## src/rtl/pc_fetch_if.sv

```systemverilog
// Instruction-memory fetch bus: request/grant on the way out, in-order read
// data on the way back. The fetch unit is the master and memory is the slave.
interface pc_fetch_if;
  logic        req;
  logic [31:0] addr;
  logic        gnt;
  logic        rvalid;
  logic [31:0] rdata;

  modport master (output req, addr, input gnt, rvalid, rdata);
  modport slave  (input req, addr, output gnt, rvalid, rdata);
endinterface

```

## src/rtl/pc_fetch.sv

```systemverilog
// Instruction-fetch front end: owns the PC, issues in-order word fetches,
// buffers returned words and presents them to the IF/ID register.
module pc_fetch #(
  parameter logic [31:0] RESET_PC   = 32'h0000_0000,
  parameter int          FIFO_DEPTH = 2
) (
  input  logic              clk,
  input  logic              rst,
  input  logic              jump_flag_ex_i,
  input  logic [31:0]       jump_addr_ex_i,
  input  logic              hold_flag_ex_i,
  pc_fetch_if.master        mem,
  output logic              inst_valid_o,
  output logic [31:0]       inst_o,
  output logic [31:0]       inst_addr_o
);

  localparam logic [31:0] INST_NOP = 32'h0000_0013;
  localparam int          AW       = $clog2(FIFO_DEPTH);
  localparam int          CW       = AW + 1;
  localparam int          DW       = CW + 6;
  localparam logic [CW:0] CREDIT   = (CW+1)'(FIFO_DEPTH);

  logic [31:0]   pc;
  logic [31:0]   aq_mem    [FIFO_DEPTH];
  logic [31:0]   fifo_addr [FIFO_DEPTH];
  logic [31:0]   fifo_data [FIFO_DEPTH];
  logic [AW-1:0] aq_wr, aq_rd, f_wr, f_rd;
  logic [CW-1:0] f_count, outstanding;
  logic [DW-1:0] discard, inflight, discard_after_jump;
  logic          grant, keep, drop, pop;

  // Credit counts buffered words plus words still in flight, so every
  // granted fetch is guaranteed a FIFO slot when its data returns.
  assign mem.req  = !rst && !jump_flag_ex_i &&
                    (({1'b0, f_count} + {1'b0, outstanding}) < CREDIT);
  assign mem.addr = pc;

  always_comb begin
    grant        = mem.req && mem.gnt;
    drop         = mem.rvalid && (discard != '0);
    keep         = mem.rvalid && (discard == '0) && (outstanding != '0);
    inst_valid_o = (f_count != '0);
    pop          = inst_valid_o && !hold_flag_ex_i && !jump_flag_ex_i;
    inflight     = discard + DW'(outstanding);
    discard_after_jump = inflight;
    // A response landing in the jump cycle is itself one of the words to drop.
    if (mem.rvalid && (inflight != '0)) begin
      discard_after_jump = inflight - DW'(1);
    end
    inst_o      = INST_NOP;
    inst_addr_o = 32'h0;
    if (inst_valid_o) begin
      inst_o      = fifo_data[f_rd];
      inst_addr_o = fifo_addr[f_rd];
    end
  end

  always_ff @(posedge clk) begin
    if (rst) begin
      pc          <= RESET_PC;
      aq_wr       <= '0;
      aq_rd       <= '0;
      f_wr        <= '0;
      f_rd        <= '0;
      f_count     <= '0;
      outstanding <= '0;
      discard     <= '0;
    end else if (jump_flag_ex_i) begin
      pc          <= jump_addr_ex_i & ~32'h3;
      aq_wr       <= '0;
      aq_rd       <= '0;
      f_wr        <= '0;
      f_rd        <= '0;
      f_count     <= '0;
      outstanding <= '0;
      discard     <= discard_after_jump;
    end else begin
      if (grant) begin
        pc    <= pc + 32'd4;
        aq_wr <= aq_wr + AW'(1);
      end
      if (keep) begin
        f_wr  <= f_wr + AW'(1);
        aq_rd <= aq_rd + AW'(1);
      end
      if (pop) begin
        f_rd <= f_rd + AW'(1);
      end
      f_count     <= f_count + CW'(keep) - CW'(pop);
      outstanding <= outstanding + CW'(grant) - CW'(keep);
      discard     <= discard - DW'(drop);
    end
  end

  // Storage needs no reset; the pointers and counts above decide validity.
  always_ff @(posedge clk) begin
    if (grant) begin
      aq_mem[aq_wr] <= pc;
    end
    if (keep) begin
      fifo_addr[f_wr] <= aq_mem[aq_rd];
      fifo_data[f_wr] <= mem.rdata;
    end
  end

endmodule
```

## src/flat_wrapper.sv

```systemverilog
// flat-port wrapper written by rule: the top's interface ports become plain ports
module pc_fetch_flat 
#(
  parameter logic [31:0] RESET_PC   = 32'h0000_0000,
  parameter int          FIFO_DEPTH = 2
)
  (clk, rst, jump_flag_ex_i, jump_addr_ex_i, hold_flag_ex_i, inst_valid_o, inst_o, inst_addr_o, mem_req, mem_addr, mem_gnt, mem_rvalid, mem_rdata);
  pc_fetch_if mem_i ();
  input  logic clk;
  input  logic rst;
  input  logic jump_flag_ex_i;
  input  logic [31:0] jump_addr_ex_i;
  input  logic hold_flag_ex_i;
  output logic inst_valid_o;
  output logic [31:0] inst_o;
  output logic [31:0] inst_addr_o;
  output wire logic [$bits(mem_i.req)-1:0] mem_req;
  output wire logic [$bits(mem_i.addr)-1:0] mem_addr;
  input wire logic [$bits(mem_i.gnt)-1:0] mem_gnt;
  input wire logic [$bits(mem_i.rvalid)-1:0] mem_rvalid;
  input wire logic [$bits(mem_i.rdata)-1:0] mem_rdata;
  assign mem_req = mem_i.req;
  assign mem_addr = mem_i.addr;
  assign mem_i.gnt = mem_gnt;
  assign mem_i.rvalid = mem_rvalid;
  assign mem_i.rdata = mem_rdata;
  pc_fetch #(.RESET_PC(RESET_PC), .FIFO_DEPTH(FIFO_DEPTH)) u_core (.clk(clk), .rst(rst), .jump_flag_ex_i(jump_flag_ex_i), .jump_addr_ex_i(jump_addr_ex_i), .hold_flag_ex_i(hold_flag_ex_i), .mem(mem_i), .inst_valid_o(inst_valid_o), .inst_o(inst_o), .inst_addr_o(inst_addr_o));
endmodule
```

## config.mk

```make
export PLATFORM = sky130hd
export DESIGN_NAME = pc_fetch_flat
export DESIGN_NICKNAME = d
export VERILOG_FILES = /design/src/rtl/pc_fetch_if.sv /design/src/rtl/pc_fetch.sv /design/src/flat_wrapper.sv
export SDC_FILE = /design/constraint.sdc
export NUM_CORES = 1
export LEC_CHECK = 0
export CAP_MARGIN = 20
export CORE_MARGIN = 2
export CORE_UTILIZATION = 45
export CTS_CLUSTER_DIAMETER = 40
export CTS_CLUSTER_SIZE = 8
export DETAILED_ROUTE_END_ITERATION = 12
export GPL_TIMING_DRIVEN = 0
export PLACE_DENSITY = 0.67
export SETUP_SLACK_MARGIN = 0.02
export SYNTH_ARGS = -nofsm -noshare
export SYNTH_HDL_FRONTEND = slang
export SYNTH_SLANG_ARGS = --single-unit
```

## constraint.sdc

```tcl
create_clock -name clk -period 8.57 [get_ports clk]
set_input_delay 2.1425 -clock clk [delete_from_list [all_inputs] [get_ports clk]]
set_output_delay 2.1425 -clock clk [all_outputs]
set_load 0.05 [all_outputs]
```

==> summary.md, run 1 <==
| Metric | Value |
|---|---|
| Status | complete, no violations |
| Grt ovf | 0 |
| First-pass GRT wire length | 35500 um |
| Die area | 23300 um2 |
| Critical path capture point type | primary output |
| Antenna-violating nets left | 0 |
| Peak VDD IR | between 0.1 and 0.15 mV |
| Period utilisation layout | 72.7% |
| Hold crit path type | flip-flop to flip-flop |
| CTS Buffer Depth | 3 |
| Core Region | 21800 um2 |
| Post-synth EDFFs | about 180 |
| Area Growth Syn to Fin | 31.9% |
| Sw frac | 23.1% |
| Post-CTS Setup Inserts | 0 |
| Async set or reset register ratio after synthesis | 0% |
| Pint | about 2200 uW |
| Peak Freq | 0.160 GHz |
| Vias | 6578 |
| Sequential power share | 44.1% |
| Drt pass-1 iters | 5 |
| Final setup fails | 0 |
| Main synth FF type | edfxtp_1 |
| R2r endpoint | u_core.discard[3] |
| Layout cell share with drive strength beyond 1 | between 10 and 15% |
| Distinct cells, synth | 63 |
| Number of core rows | 54 |
| Die Wd | 152 um |
| RSZ-0062 raised after global routing | false |
| Pin count of the biggest net entering global routing | 63 |
| DR iter-0 viols | 396 |
| N_diodes | 0 |
| Global placement routability congestion | 0.843 |
| Clock Power Share | 46.8% |
| Vias per cell | 5.22 |
| Net switching power | roughly 660 uW |
| Drt wl/cell | 18.0 um |
| CTS buffer count | 37 |
| Synthesis warning total | 0 |
| Top-area cell type share of the netlist area | 55.7% |
| Hold path depth | 2 |
| IO buf count | 160 |
| Worst hold slack | between 500 and 600 ps |
| # resized after CTS | 0 |
| Final Hold Viols | 0 |
| Clk_lat worst skew | 520 ps |
| Nets | 1036 |
| Die H | 152 um |
| Post-Syn Area | 9920 um2 |
| Max cap viols | 0 |
| DRC | 0 |
| Critical Path Fanout Max | 6 |
| Worst EP required | 6430 ps |
| Clock sinks | 232 |
| Seq cells post-synth | about 230 |
| Clk_skew | 15.0 ps |
| Slew HR | a little over a quarter |
| Sequential cell area fraction in the yosys report | between 60% and 70% |
| Min Tclk post-route | 6230 ps |
| Syn_area_per_cell | 13.3 um2 |
| Antenna violations before repair | 0 |
| Total wire length | approximately 23000 um |
| Clk slew on worst S/H paths | 50 ps |
| R2r worst-path depth | 10 |
| Post-route design area | ~13000 um2 |
| Worst R2R Start | u_core.discard[0] |
| Root buffer cell | clkbuf_16 |
| Leading area contributor after synthesis | edfxtp_1 |
| R2r setup slk | 5640 ps |
| Combinational power share | 9.2% |
| Hold buffer count at cts | 0 |
| Placed cell area | 12000 um2 |
| Initial core utilization | a little under half |
| Leak | 0.00436 uW |
| Worst-Margin Slew | 1100 ps |
| Slew Limit Fails | 0 |
| CP Class | primary input to primary output |
| Vias in the first global route | 6400 |
| IO Pins | around 170 |
| Top post-synthesis cells by area | edfxtp_1 (56%), dfxtp_1 (9.7%), mux2i_1 (6.6%), nor2_1 (4.5%), mux2_2 (3.5%) |
| CP startpoint | rst |
| Synthesized instance count | 748 |
| CP Data Arrival Time | 4090 ps |
| TritonCTS clock tree | done |
| Setup TNS | 0 ps |
| PwrDens | 220 nW/um2 |
| Critical path launch point type | primary input |
| Final HPWL DP | 15500 um |
| H-tree lvl count | 2 |
| Setup crit end | mem_req |
| Gr usage total | about a fifth |
## cell type report
class | count | area, um2
fill | 1752 | 8670
tap | 280 | 350
sequential | 232 | 6490
buffer | 38 | 195
timing repair buffer | 163 | 1660
inverter | 19 | 72.6
multi-input combinational | 462 | 3200
clock buffer | 59 | 1030
clock inverter | 7 | 93.8
## layout by cell type, fill, tap and decap left out, types with 18 or more instances in the layout
cell and count:
edfxtp_1 184, clkdlybuf4s50_1 160, nor2_1 119, mux2i_1 65, dfxtp_1 48, clkbuf_1 45
nand2_1 38, clkbuf_16 38, mux2_2 31, a21oi_1 22, inv_1 18, nand3_1 18
## metrics by stage
stage	setup WS, ps	cells	utilization [%]	power (uW)
global placement	514	1191	54.6	1550
CTS	2320	1260	60.2	2900
finish	2340	1260	60.2	2880
floorplan	2920	751	-	1450
detailed placement	2330	1194	55.0	1550
global route	2270	1260	60.2	2970
## power groups by stage
stage / clock network (uW) / logic, uW / registers [uW]
4_1_cts: 1370 / 264 / 1270
2_1_floorplan: 0 / 146 / 1310
3_3_place_gp: 0 / 259 / 1290
5_1_grt: 1420 / 289 / 1270
3_5_place_dp: 0 / 262 / 1290
6_report: 1340 / 264 / 1270
## Yosys cell counts, types with 9 or more instances
cell / count
a21oi_1: 22
a31oi_1: 10
clkbuf_1: 24
dfxtp_1: 48
edfxtp_1: 184
ha_1: 11
inv_1: 18
mux2_2: 31
mux2i_1: 65
nand2_1: 38
nand3_1: 18
nand4_1: 9
nor2_1: 120
nor2b_1: 11
o21ai_0: 17
xnor2_1: 12
## worst min path at each step
stage                        start                   end  slack [ps]
2_1_floorplan          u_core.f_rd             flip-flop         480
3_3_place_gp   u_core.mem.addr[16]  u_core.aq_mem[1][16]         490
3_5_place_dp          u_core.aq_rd             flip-flop         500
4_1_cts               u_core.aq_rd             flip-flop         520
5_1_grt        u_core.mem.addr[19]  u_core.aq_mem[1][19]         540
6_report               u_core.f_rd           u_core.f_rd         510
## worst max-delay path, cell delays in order
cell and delay [ps]:
clkdlybuf4s50_1 570, nor4_4 490, clkdlybuf4s50_1 880
## per-layer routing
| layer | routed length (um) | part of all wire [%] | up-vias | global-route usage, % |
|---|---|---|---|---|
| li1 | - | - | 3155 | - |
| met3 | 1330 | 5.9 | 38 | 3.41 |
| met2 | 11000 | 48 | 233 | 32.5 |
| met1 | 9860 | 44 | 3152 | 26.4 |
| met4 | 484 | 2.1 | 0 | 5.64 |
| met5 | 0 | 0 | - | 0 |
## state kept, by name (all words and copies together), names as in the netlist, named ones only
signal / count
u_core.f_count: 2
u_core.f_rd: 1
u_core.mem.addr: 30
u_core.aq_wr: 1
u_core.aq_mem: 60
u_core.fifo_addr: 60
u_core.aq_rd: 1
u_core.fifo_data: 64
u_core.discard: 8
u_core.f_wr: 1
u_core.outstanding: 2
## kinds of logic after synthesis
logic type                 after synthesis  synth area share [%]
and+or+nand+nor                        246                  12.3
AOI/OAI and AO/OA                       83                  5.95
other                                    1                0.0378
DFF                                    232                  65.4
buffers and inverters                   57                  2.70
xor gates and xnor gates                18                  1.59
muxes                                   98                  10.3
adders and majority gates               13                  1.79
(Power assumes the default switching activity.)
==> inputs of run 2 (changes only) <==
--- a/config.mk
+++ b/config.mk
@@ -12,7 +12,7 @@
 export CTS_CLUSTER_SIZE = 8
 export DETAILED_ROUTE_END_ITERATION = 12
 export GPL_TIMING_DRIVEN = 0
-export PLACE_DENSITY = 0.67
+export PLACE_DENSITY = 0.7
 export SETUP_SLACK_MARGIN = 0.02
 export SYNTH_ARGS = -nofsm -noshare
 export SYNTH_HDL_FRONTEND = slang
==> constraint.sdc (replaced) <==
create_clock -name clk -period 5.1 [get_ports clk]
set_input_delay 1.275 -clock clk [delete_from_list [all_inputs] [get_ports clk]]
set_output_delay 1.275 -clock clk [all_outputs]
set_load 0.05 [all_outputs]
==> summary.md, run 2 (synthesis results as in run 1) <==
| Metric | Value |
|---|---|
| Status | complete, no violations (unchanged) |
| Worst Path Buf+Inv | 2 (unchanged) |
| Met3 usage | 4.15% (was 3.41%) |
| Vias | 6649 (was 6578) |
| Slew Limit Fails | 0 (unchanged) |
| Die Wd | 152 um (unchanged) |
| Clock sinks | 232 (unchanged) |
| Clk_skew | 16.8 ps (was 15.0 ps) |
| Initial core utilization | 45.6% (unchanged) |
| Setup TNS | 0 ps (unchanged) |
| Drt wl/cell | 18.3 um (was 18.0 um) |
| # resized after CTS | 0 (unchanged) |
| IO buf count | 160 (unchanged) |
| TritonCTS clock tree | done (unchanged) |
| Clk slew on worst S/H paths | 50 ps (about the same) |
| Met1 Use GR | 24.5% (was 26.4%) |
| Leak | 0.00435 uW (was 0.00436 uW) |
| PwrDens | 360 nW/um2 (was 220 nW/um2) |
| Total wire length | 23000 um (was 22700 um) |
| Biggest register | u_core.fifo_data (unchanged) |
| Grt ovf | 0 (unchanged) |
| Final setup fails | 0 (unchanged) |
| Met2 GRT Util | 34.1% (was 32.5%) |
| DR iter-0 viols | 490 (was 396) |
| Hold buffer count at cts | 0 (unchanged) |
| Slew HR | 30.5% (was 26.1%) |
| Global placement routability congestion | 0.864 (was 0.843) |
| Vias per cell | 5.29 (was 5.22) |
| Largest registers | u_core.fifo_data x64, u_core.aq_mem x60, u_core.fifo_addr x60 (unchanged) |
| Worst EP required | 3830 ps (was 6430 ps) |
| Critical path capture point type | primary output (unchanged) |
| Peak Freq | 0.223 GHz |
| Critical path launch point type | primary input (unchanged) |
| Commonest cells after routing, fill and taps aside | edfxtp_1 (184), clkdlybuf4s50_1 (160), nor2_1 (119) (unchanged) |
| H-tree lvl count | 2 (unchanged) |
| CP max-delay cell | clkdlybuf4s50_1 (unchanged) |
| Post-CTS Setup Inserts | 0 (unchanged) |
| Core Region | 21800 um2 (unchanged) |
| Root buffer cell | clkbuf_16 (unchanged) |
| Gr usage total | 19.7% (was 19.5%) |
| GRT Max-Usage Layer | met2 (unchanged) |
| Final Hold Viols | 0 (unchanged) |
| Sw frac | 22.8% (was 23.1%) |
| Largest delay share family, worst path | buffers and inverters (unchanged) |
| Number of core rows | 54 (unchanged) |
| CP cell instances | clkdlybuf4s50_1 -> nor4_4 -> clkdlybuf4s50_1 (unchanged) |
| Period utilisation layout | just under 90% |
| Nets | 1037 (was 1036) |
| Final Util | 60.0% (was 60.2%) |
| Layout cell share with drive strength beyond 1 | 12.4% (was 12.0%) |
| Final HPWL DP | 15700 um (was 15500 um) |
| CP max stage delay | 880 ps (about the same) |
| Antenna violations before repair | 0 (unchanged) |
| Pin count of the biggest net entering global routing | 47 (was 63) |
| First-pass GRT wire length | 36000 um (was 35500 um) |
| IO Pins | 168 (unchanged) |
| Min Tclk post-route | 4490 ps |
| N_diodes | 0 (unchanged) |
| Sequential power share | 45.4% (was 44.1%) |
| Drt pass-1 iters | 5 (unchanged) |
| CTS Buffer Depth | 3 (unchanged) |
| Hold crit path type | flip-flop to flip-flop (unchanged) |
| Die H | 152 um (unchanged) |
| Antenna-violating nets left | 0 (unchanged) |
| Critical Path Fanout Max | 6 (unchanged) |
| Net switching power | 1070 uW (was 663 uW) |
| Vias in the first global route | 6531 (was 6400) |
| Max FFs per register | 64 (unchanged) |
| R2r setup slk | 2130 ps (was 5640 ps) |
| RSZ-0062 raised after global routing | false (unchanged) |
| Pint | 3620 uW (was 2210 uW) |
| Worst-Margin Slew | 1040 ps (was 1100 ps) |
| Clk_lat worst skew | 500 ps (was 520 ps) |
| CP Class | primary input to primary output (unchanged) |
| Clock Power Share | 45.0% (was 46.8%) |
| CTS buffer count | 37 (unchanged) |
| DRC | 0 (unchanged) |
| Max cap viols | 0 (unchanged) |
| CP Data Arrival Time | 3220 ps (was 4090 ps) |
| Peak VDD IR | 0.188 mV (was 0.126 mV) |
| Combinational power share | 9.5% (was 9.2%) |
| Die area | 23300 um2 (unchanged) |
| CP most frequent cell | clkdlybuf4s50_1 (unchanged) |
| Area Growth Syn to Fin | 31.5% (was 31.9%) |
| Most common cell after layout, fill and taps aside | edfxtp_1 (unchanged) |
run 2: changes by cell type in the layout (fill, tap and decap cells not counted), moves of 2 or more:
| cell | before | now |
|---|---|---|
| clkinv_2 | 1 | 6 |
| clkbuf_1 | 45 | 38 |
| buf_16 | 0 | 2 |
| inv_6 | 0 | 2 |
run 2: power by group through the flow:
| stage | clock network (uW) | registers, uW | logic, uW |
|---|---|---|---|
| floorplan | 0 | 2200 | 246 |
| global placement | 0 | 2160 | 434 |
| detailed placement | 0 | 2160 | 442 |
| CTS | 2150 | 2130 | 446 |
| global route | 2250 | 2140 | 483 |
| finish | 2110 | 2130 | 446 |
run 2: path summary, 6_finish.rpt:
check                                    endpoint         startpoint  cells after the start
worst max-delay path                      mem_req                rst                      3
worst min-delay path                 u_core.aq_rd       u_core.aq_rd                      2
worst max register to register  u_core.discard[3]  u_core.discard[0]                     10
worst min register to register       u_core.aq_rd       u_core.aq_rd                      2
run 2: layer usage:
metal	routed length [um]	part of all wire, %
met1	9400	41
met5	0	0
met3	1450	6.3
met4	697	3.0
met2	11400	50
run 2: cell type report:
cell class | instances | area, um2
Fill cell | 1767 | 8710
Multi-Input combinational cell | 462 | 3200
Buffer | 38 | 195
Timing Repair Buffer | 164 | 1700
Tap cell | 280 | 350
Clock buffer | 52 | 992
Clock inverter | 9 | 53.8
Sequential cell | 232 | 6490
Inverter | 19 | 72.6
run 2: stage by stage:
step           hold WS (ps)  power, uW  cells  cell area, um2  setup WS [ps]
2_1_floorplan           481       2440    751            9930            291
3_3_place_gp            494       2600   1191           11900          -2220
3_5_place_dp            510       2610   1195           12000            598
4_1_cts                 517       4730   1256           13000            481
5_1_grt                 530       4860   1256           13000            448
6_report                521       4690   1256           13000            609
run 2: worst register-to-register path, stage by stage (launching register included):
cell     delay, ps
dfxtp_1        370
ha_1           260
inv_1           80
fa_1           460
and2b_2        310
a21oi_4        100
o32ai_4        320
and3_4         270
nor3_2          50
o32ai_2        290
mux2_1         350
